--- config.mk ---
export PLATFORM = sky130hd
export DESIGN_NAME = eth_cmd_receiver
export DESIGN_NICKNAME = d
export VERILOG_FILES = /design/src/rtl/eth_pkg.sv /design/src/rtl/eth_crc32_d8.sv /design/src/rtl/eth_cmd_receiver.sv
export SDC_FILE = /design/constraint.sdc
export NUM_CORES = 1
export LEC_CHECK = 0
export CORE_UTILIZATION = 49
export CTS_BUF_LIST = sky130_fd_sc_hd__clkbuf_4 sky130_fd_sc_hd__clkbuf_8
export DETAILED_ROUTE_END_ITERATION = 12
export GPL_ROUTABILITY_DRIVEN = 0
export PLACE_DENSITY = 0.79
export SKIP_CTS_REPAIR_TIMING = 1
export SYNTH_ARGS = -nofsm -noshare
export SYNTH_HDL_FRONTEND = slang
export SYNTH_SLANG_ARGS = --single-unit
--- constraint.sdc ---
create_clock -name clk -period 2.3 [get_ports clk]
set_input_delay 0.23 -clock clk [delete_from_list [all_inputs] [get_ports clk]]
set_output_delay 0.23 -clock clk [all_outputs]
set_load 0.05 [all_outputs]
--- src/rtl/eth_pkg.sv ---
// Shared constants for the Ethernet command receiver and streamer:
// framing bytes, CRC-32 parameters, length limits and FSM state codes.
package eth_pkg;

    localparam logic [7:0]  PREAMBLE    = 8'h55;
    localparam logic [7:0]  SFD         = 8'hD5;

    localparam logic [31:0] CRC_INIT    = 32'hFFFF_FFFF;
    localparam logic [31:0] CRC_RESIDUE = 32'hDEBB_20E3;
    // IEEE 802.3 generator in LSB-first (reflected) form
    localparam logic [31:0] CRC_POLY    = 32'hEDB8_8320;

    localparam int unsigned MIN_LEN     = 64;
    localparam int unsigned MAX_LEN     = 1522;

    localparam logic [2:0] ST_IDLE      = 3'd0;
    localparam logic [2:0] ST_PREAMBLE  = 3'd1;
    localparam logic [2:0] ST_DATA      = 3'd2;
    localparam logic [2:0] ST_CHECK     = 3'd3;
    localparam logic [2:0] ST_DROP      = 3'd4;

endpackage

--- src/rtl/eth_crc32_d8.sv ---
// Combinational byte-wide CRC-32 (reflected) next-state function.
// Shared by the receive FCS checker and the transmit FCS generator.
module eth_crc32_d8
    import eth_pkg::*;
(
    input  logic [31:0] crc_in,
    input  logic [7:0]  data,
    output logic [31:0] crc_out
);

    logic [31:0] c;

    always_comb begin
        c = crc_in ^ {24'h0, data};
        for (int unsigned i = 0; i < 8; i++) begin
            c = c[0] ? ((c >> 1) ^ CRC_POLY) : (c >> 1);
        end
        crc_out = c;
    end

endmodule

--- src/rtl/eth_cmd_receiver.sv ---
// GMII receive path: strips preamble/SFD, filters on destination MAC, checks
// length and FCS, and stores the first bytes of a valid frame as a command.
module eth_cmd_receiver #(
    parameter int unsigned MEM_AW  = 6,
    parameter int unsigned MIN_LEN = eth_pkg::MIN_LEN,
    parameter int unsigned MAX_LEN = eth_pkg::MAX_LEN
) (
    input  logic              clk,
    input  logic              reset_n,
    input  logic [7:0]        rx_data,
    input  logic [1:0]        rx_ctl,
    input  logic [47:0]       mac_addr,
    output logic              cmd_we,
    output logic [MEM_AW-1:0] cmd_addr,
    output logic [7:0]        cmd_data,
    output logic              cmd_ready,
    input  logic              cmd_done,
    output logic [15:0]       frame_count,
    output logic [15:0]       crc_err_count
);

    import eth_pkg::*;

    localparam int unsigned IW = $clog2(MAX_LEN + 2);

    logic [2:0]    state;
    logic [IW-1:0] idx;
    logic [31:0]   crc;
    logic [31:0]   crc_next;
    logic          uc_match;
    logic          bc_match;
    logic          wr_ok;
    logic [7:0]    mac_byte;
    logic          rx_dv;
    logic          rx_er;
    logic          addr_ok;
    logic          len_ok;
    logic          crc_ok;

    assign rx_dv = rx_ctl[0];
    assign rx_er = rx_ctl[1];

    eth_crc32_d8 u_crc (
        .crc_in  (crc),
        .data    (rx_data),
        .crc_out (crc_next)
    );

    always_comb begin
        mac_byte = '0;
        case (idx[2:0])
            3'd0:    mac_byte = mac_addr[47:40];
            3'd1:    mac_byte = mac_addr[39:32];
            3'd2:    mac_byte = mac_addr[31:24];
            3'd3:    mac_byte = mac_addr[23:16];
            3'd4:    mac_byte = mac_addr[15:8];
            3'd5:    mac_byte = mac_addr[7:0];
            default: mac_byte = '0;
        endcase
    end

    assign addr_ok = uc_match | bc_match;
    assign len_ok  = (idx >= IW'(MIN_LEN)) && (idx <= IW'(MAX_LEN));
    assign crc_ok  = (crc == CRC_RESIDUE);

    always_ff @(posedge clk or negedge reset_n) begin
        if (!reset_n) begin
            state         <= ST_IDLE;
            idx           <= '0;
            crc           <= CRC_INIT;
            uc_match      <= 1'b0;
            bc_match      <= 1'b0;
            wr_ok         <= 1'b0;
            cmd_we        <= 1'b0;
            cmd_addr      <= '0;
            cmd_data      <= '0;
            cmd_ready     <= 1'b0;
            frame_count   <= '0;
            crc_err_count <= '0;
        end else begin
            cmd_we <= 1'b0;
            // An accept in ST_CHECK below overrides this clear.
            if (cmd_done) begin
                cmd_ready <= 1'b0;
            end

            case (state)
                ST_IDLE, ST_PREAMBLE: begin
                    if (!rx_dv) begin
                        state <= ST_IDLE;
                    end else if (state == ST_PREAMBLE && rx_er) begin
                        state <= ST_DROP;
                    end else if (rx_data == PREAMBLE) begin
                        state <= ST_PREAMBLE;
                    end else if (rx_data == SFD) begin
                        state    <= ST_DATA;
                        idx      <= '0;
                        crc      <= CRC_INIT;
                        uc_match <= 1'b1;
                        bc_match <= 1'b1;
                        // Writes are locked out for the whole frame if a command is pending at its start.
                        wr_ok    <= ~cmd_ready;
                    end else begin
                        state <= ST_DROP;
                    end
                end

                ST_DATA: begin
                    if (!rx_dv) begin
                        state <= ST_CHECK;
                    end else begin
                        crc <= crc_next;
                        if (idx < IW'(MAX_LEN + 1)) begin
                            idx <= idx + 1'b1;
                        end
                        if (idx < IW'(6)) begin
                            if (rx_data != mac_byte) uc_match <= 1'b0;
                            if (rx_data != 8'hFF)    bc_match <= 1'b0;
                        end
                        if (idx < IW'(2 ** MEM_AW) && wr_ok && !cmd_ready) begin
                            cmd_we   <= 1'b1;
                            cmd_addr <= idx[MEM_AW-1:0];
                            cmd_data <= rx_data;
                        end
                        if (rx_er) begin
                            state <= ST_DROP;
                        end
                    end
                end

                ST_CHECK: begin
                    state <= ST_IDLE;
                    if (addr_ok && len_ok) begin
                        if (crc_ok && wr_ok) begin
                            cmd_ready   <= 1'b1;
                            frame_count <= frame_count + 16'd1;
                        end else if (!crc_ok) begin
                            crc_err_count <= crc_err_count + 16'd1;
                        end
                    end
                end

                ST_DROP: begin
                    if (!rx_dv) begin
                        state <= ST_IDLE;
                    end
                end

                default: state <= ST_IDLE;
            endcase
        end
    end

endmodule

==> metrics.md <==
| Metric | Value |
|---|---|
| Status | complete, but fails checks |
| Mapped Nets | a little over 600 |
| DR WL/cell | between 15 and 20 µm |
| Hold path startpoint | cmd_done |
| Gr usage total | 25.3% |
| Core area | ~11000 µm² |
| Leakage power | 3.02 nW |
| Setup crit end kind | flop |
| Avg Cell Area, Syn | 10.0 µm² |
| Max IR drop VDD | roughly 0.63 mV |
| Worst Hold Depth | 3 |
| H-tree depth | 3 |
| R2R Setup Slk | -0.03 ns |
| Hold Path Sink | cmd_ready |
| Clock skew | about 0.015 ns |
| Worst Setup Start Kind | flop |
| DP Wirelength | slightly above 10000 µm |
| Slew headroom | 56.2% |
| DRC violations left | 0 |
| Number of DRC markers in iteration 0 | approximately 310 |
| # rows | 38 |
| Io pins | between 100 and 150 |
| PwrDens | between 500 and 600 nW/µm² |
| Pre-Repair DR Iteration Count | 5 |
| CTS tree | built |
| Minimum clock period | roughly 2.3 ns |
| CTS sink cnt | 97 |
| Commonest cells in the netlist | xnor2_1 (87), dfrtp_1 (65), nand2_1 (51) |
| Hold Violations, Final | 0 |
| Yosys top cell area share | about 30% |
| Synth warn | 0 |
| Die width | between 100 and 150 µm |
| Post-synth EDFFs | 0 |
| Async set-reset flop share out of synthesis | 100% |
| Fmax | between 0.4 and 0.5 GHz |
| Mapped Area | approximately 5500 µm² |
| Number of CTS-inserted buffers | 9 |
| Overall routed net length | about 14000 µm |
| Largest net degree at the start of global routing | between 50 and 60 |
| Most frequent cell after synthesis | xnor2_1 |
| Fill cells | 883 |
| First-pass GRT wire length | about 23000 µm |
| Primary FF master, synth | dfrtp_1 |
| CP Data Arrival Time | about 2.6 ns |
| Vias/cell | between 5 and 6 |
| Data required time of the worst path | between 2 and 3 ns |
| N_diodes | 0 |
| Area growth syn-to-layout | 33.5% |
| Failing checks | negative setup slack |
| RSZ-0062 raised after global routing | true |
| Hold/Removal Path Class | in -> reg |
| NumNets Final | between 700 and 800 |
| Global route overflow | 0 |
| Worst slack, placed | -0.208 ns |
| Leading area contributor after synthesis | dfrtp_1 |
| Number of global-route vias before repair | roughly 4700 |
| Netlist cell types | 60 |
| Area of the multi-input gates | roughly 3000 µm² |
| Max FO, Critical Path | 17 |
| Initial antenna violation count | 0 |
| Initial Util | between 50 and 60% |
| Inst Count DP | roughly 820 |
| Flops & latches, synth | 97 |
| ANT nets after route | 0 |
| Worst-Margin Slew | 0.656 ns |
| CTS max path bufs | 2 |
| Mapped Cells | ~550 |
| Via count | about 4700 |
| Max-Cap Viols | 0 |
| Worst-path clk slew | 0.11 ns |
| Reg2reg end | frame_count[1] |
| Kind of critical path | reg -> reg |
| Share of post-route cells with drive strength above 1 | a little under a fifth |
| Sequential Area | roughly 2500 µm² |
| FF-to-FF Start | crc[7] |
| Die height | 108 µm |
| Synth top area cells | dfrtp_1 (30%), dfstp_2 (15%), xnor2_1 (14%) |
| Reg2Reg Depth | 6 |
| Period utilisation layout | 101% |
| Final setup violation count | 8 |
| Worst path setup slack after routing | -0.0276 ns |
| Fin. max-slew vios | 0 |
| Non-filler instance count after layout | 840 |
| # port buffers | ~110 |
| Clk_lat worst skew | 0.39 ns |
| Root Buffer | clkbuf_8 |
| Seq/Total Area, Yosys | 45.0% |
| Full die area | approximately 12000 µm² |
[worst max-delay path, cell delays in order, from the launching register on]
cell	delay, ns
dfstp_2	0.55
nand4b_1	0.11
or4_4	0.51
nor4_4	0.24
nor4b_4	0.32
buf_12	0.19
mux2_4	0.30
[metrics by stage]
step	hold slack [ns]	TNS [ns]	total power, W	area, µm²	utilization [%]
after floorplan	-0.0656	-0.0262	0.00281	5490	-
after global placement	0.305	-1.42	0.00327	7070	65.0
after detailed placement	0.305	-3.26	0.00330	7070	65.0
after CTS	-0.117	-0.182	0.00438	7260	66.7
after global routing	0.469	-0.904	0.00458	7330	67.3
final	0.435	-0.0769	0.00437	7330	67.3
[metal layers]
| metal | wire (µm) | vias up | global-route usage [%] | share of wire [%] |
|---|---|---|---|---|
| met5 | 0 | - | 0 | 0 |
| met4 | 436 | 0 | 11.2 | 3.1 |
| met3 | 744 | 32 | 4.30 | 5.2 |
| met2 | 6900 | 152 | 42.0 | 49 |
| met1 | 6090 | 2285 | 32.4 | 43 |
| li1 | - | 2241 | - | - |
[flip-flops by register name (all words and copies together), names as in the netlist]
register       cells
crc               32
crc_err_count     16
frame_count       16
idx               11
cmd_data           8
cmd_addr           6
state              3
bc_match           1
cmd_ready          1
cmd_we             1
uc_match           1
wr_ok              1
[how the worst max path moves through the flow]
stage	cells past startpoint	startpoint	slack [ns]	endpoint
6_report	6	crc[7]	-0.03	frame_count[1]
5_1_grt	7	crc[7]	-0.10	frame_count[5]
4_1_cts	6	crc[11]	-0.06	frame_count[1]
3_5_place_dp	7	rx_data[1]	-0.21	idx[6]
3_3_place_gp	7	rx_data[1]	-0.20	idx[8]
2_1_floorplan	7	crc[7]	-0.006	frame_count[10]
[final cells by class]
| cell class | count | area share (%) |
|---|---|---|
| inverter | 6 | 0.307 |
| sequential | 97 | 33.7 |
| clock inverter | 7 | 0.820 |
| timing repair buffer | 160 | 20.4 |
| clock buffer | 9 | 1.69 |
| multi-input combinational | 421 | 40.7 |
| tap | 140 | 2.39 |
[power breakdown]
group	switching, W	internal [W]
Sequential	0.0000869	0.00185
Combinational	0.000644	0.000718
Clock	0.000651	0.000414
Total	0.00138	0.00299
[cells by family after synthesis]
group           share of synthesized area [%]
buf+inv                                  2.17
simple gates                             20.2
mux                                      1.21
xor+xnor                                 18.8
flops                                    45.0
fa+ha+maj                                1.60
compound gates                           11.1
[cell usage in the layout, fill, tap and decap left out, drive strengths merged, types with 23 or more instances in the layout]
cell and n:
clkdlybuf4s50 107, xnor2 90, dfrtp 65, buf 52, nand2 51, a21oi 39
nor2 36, dfstp 32, xor2 25, nor3 23
No activity file was read; power rests on OpenSTA's default activity.
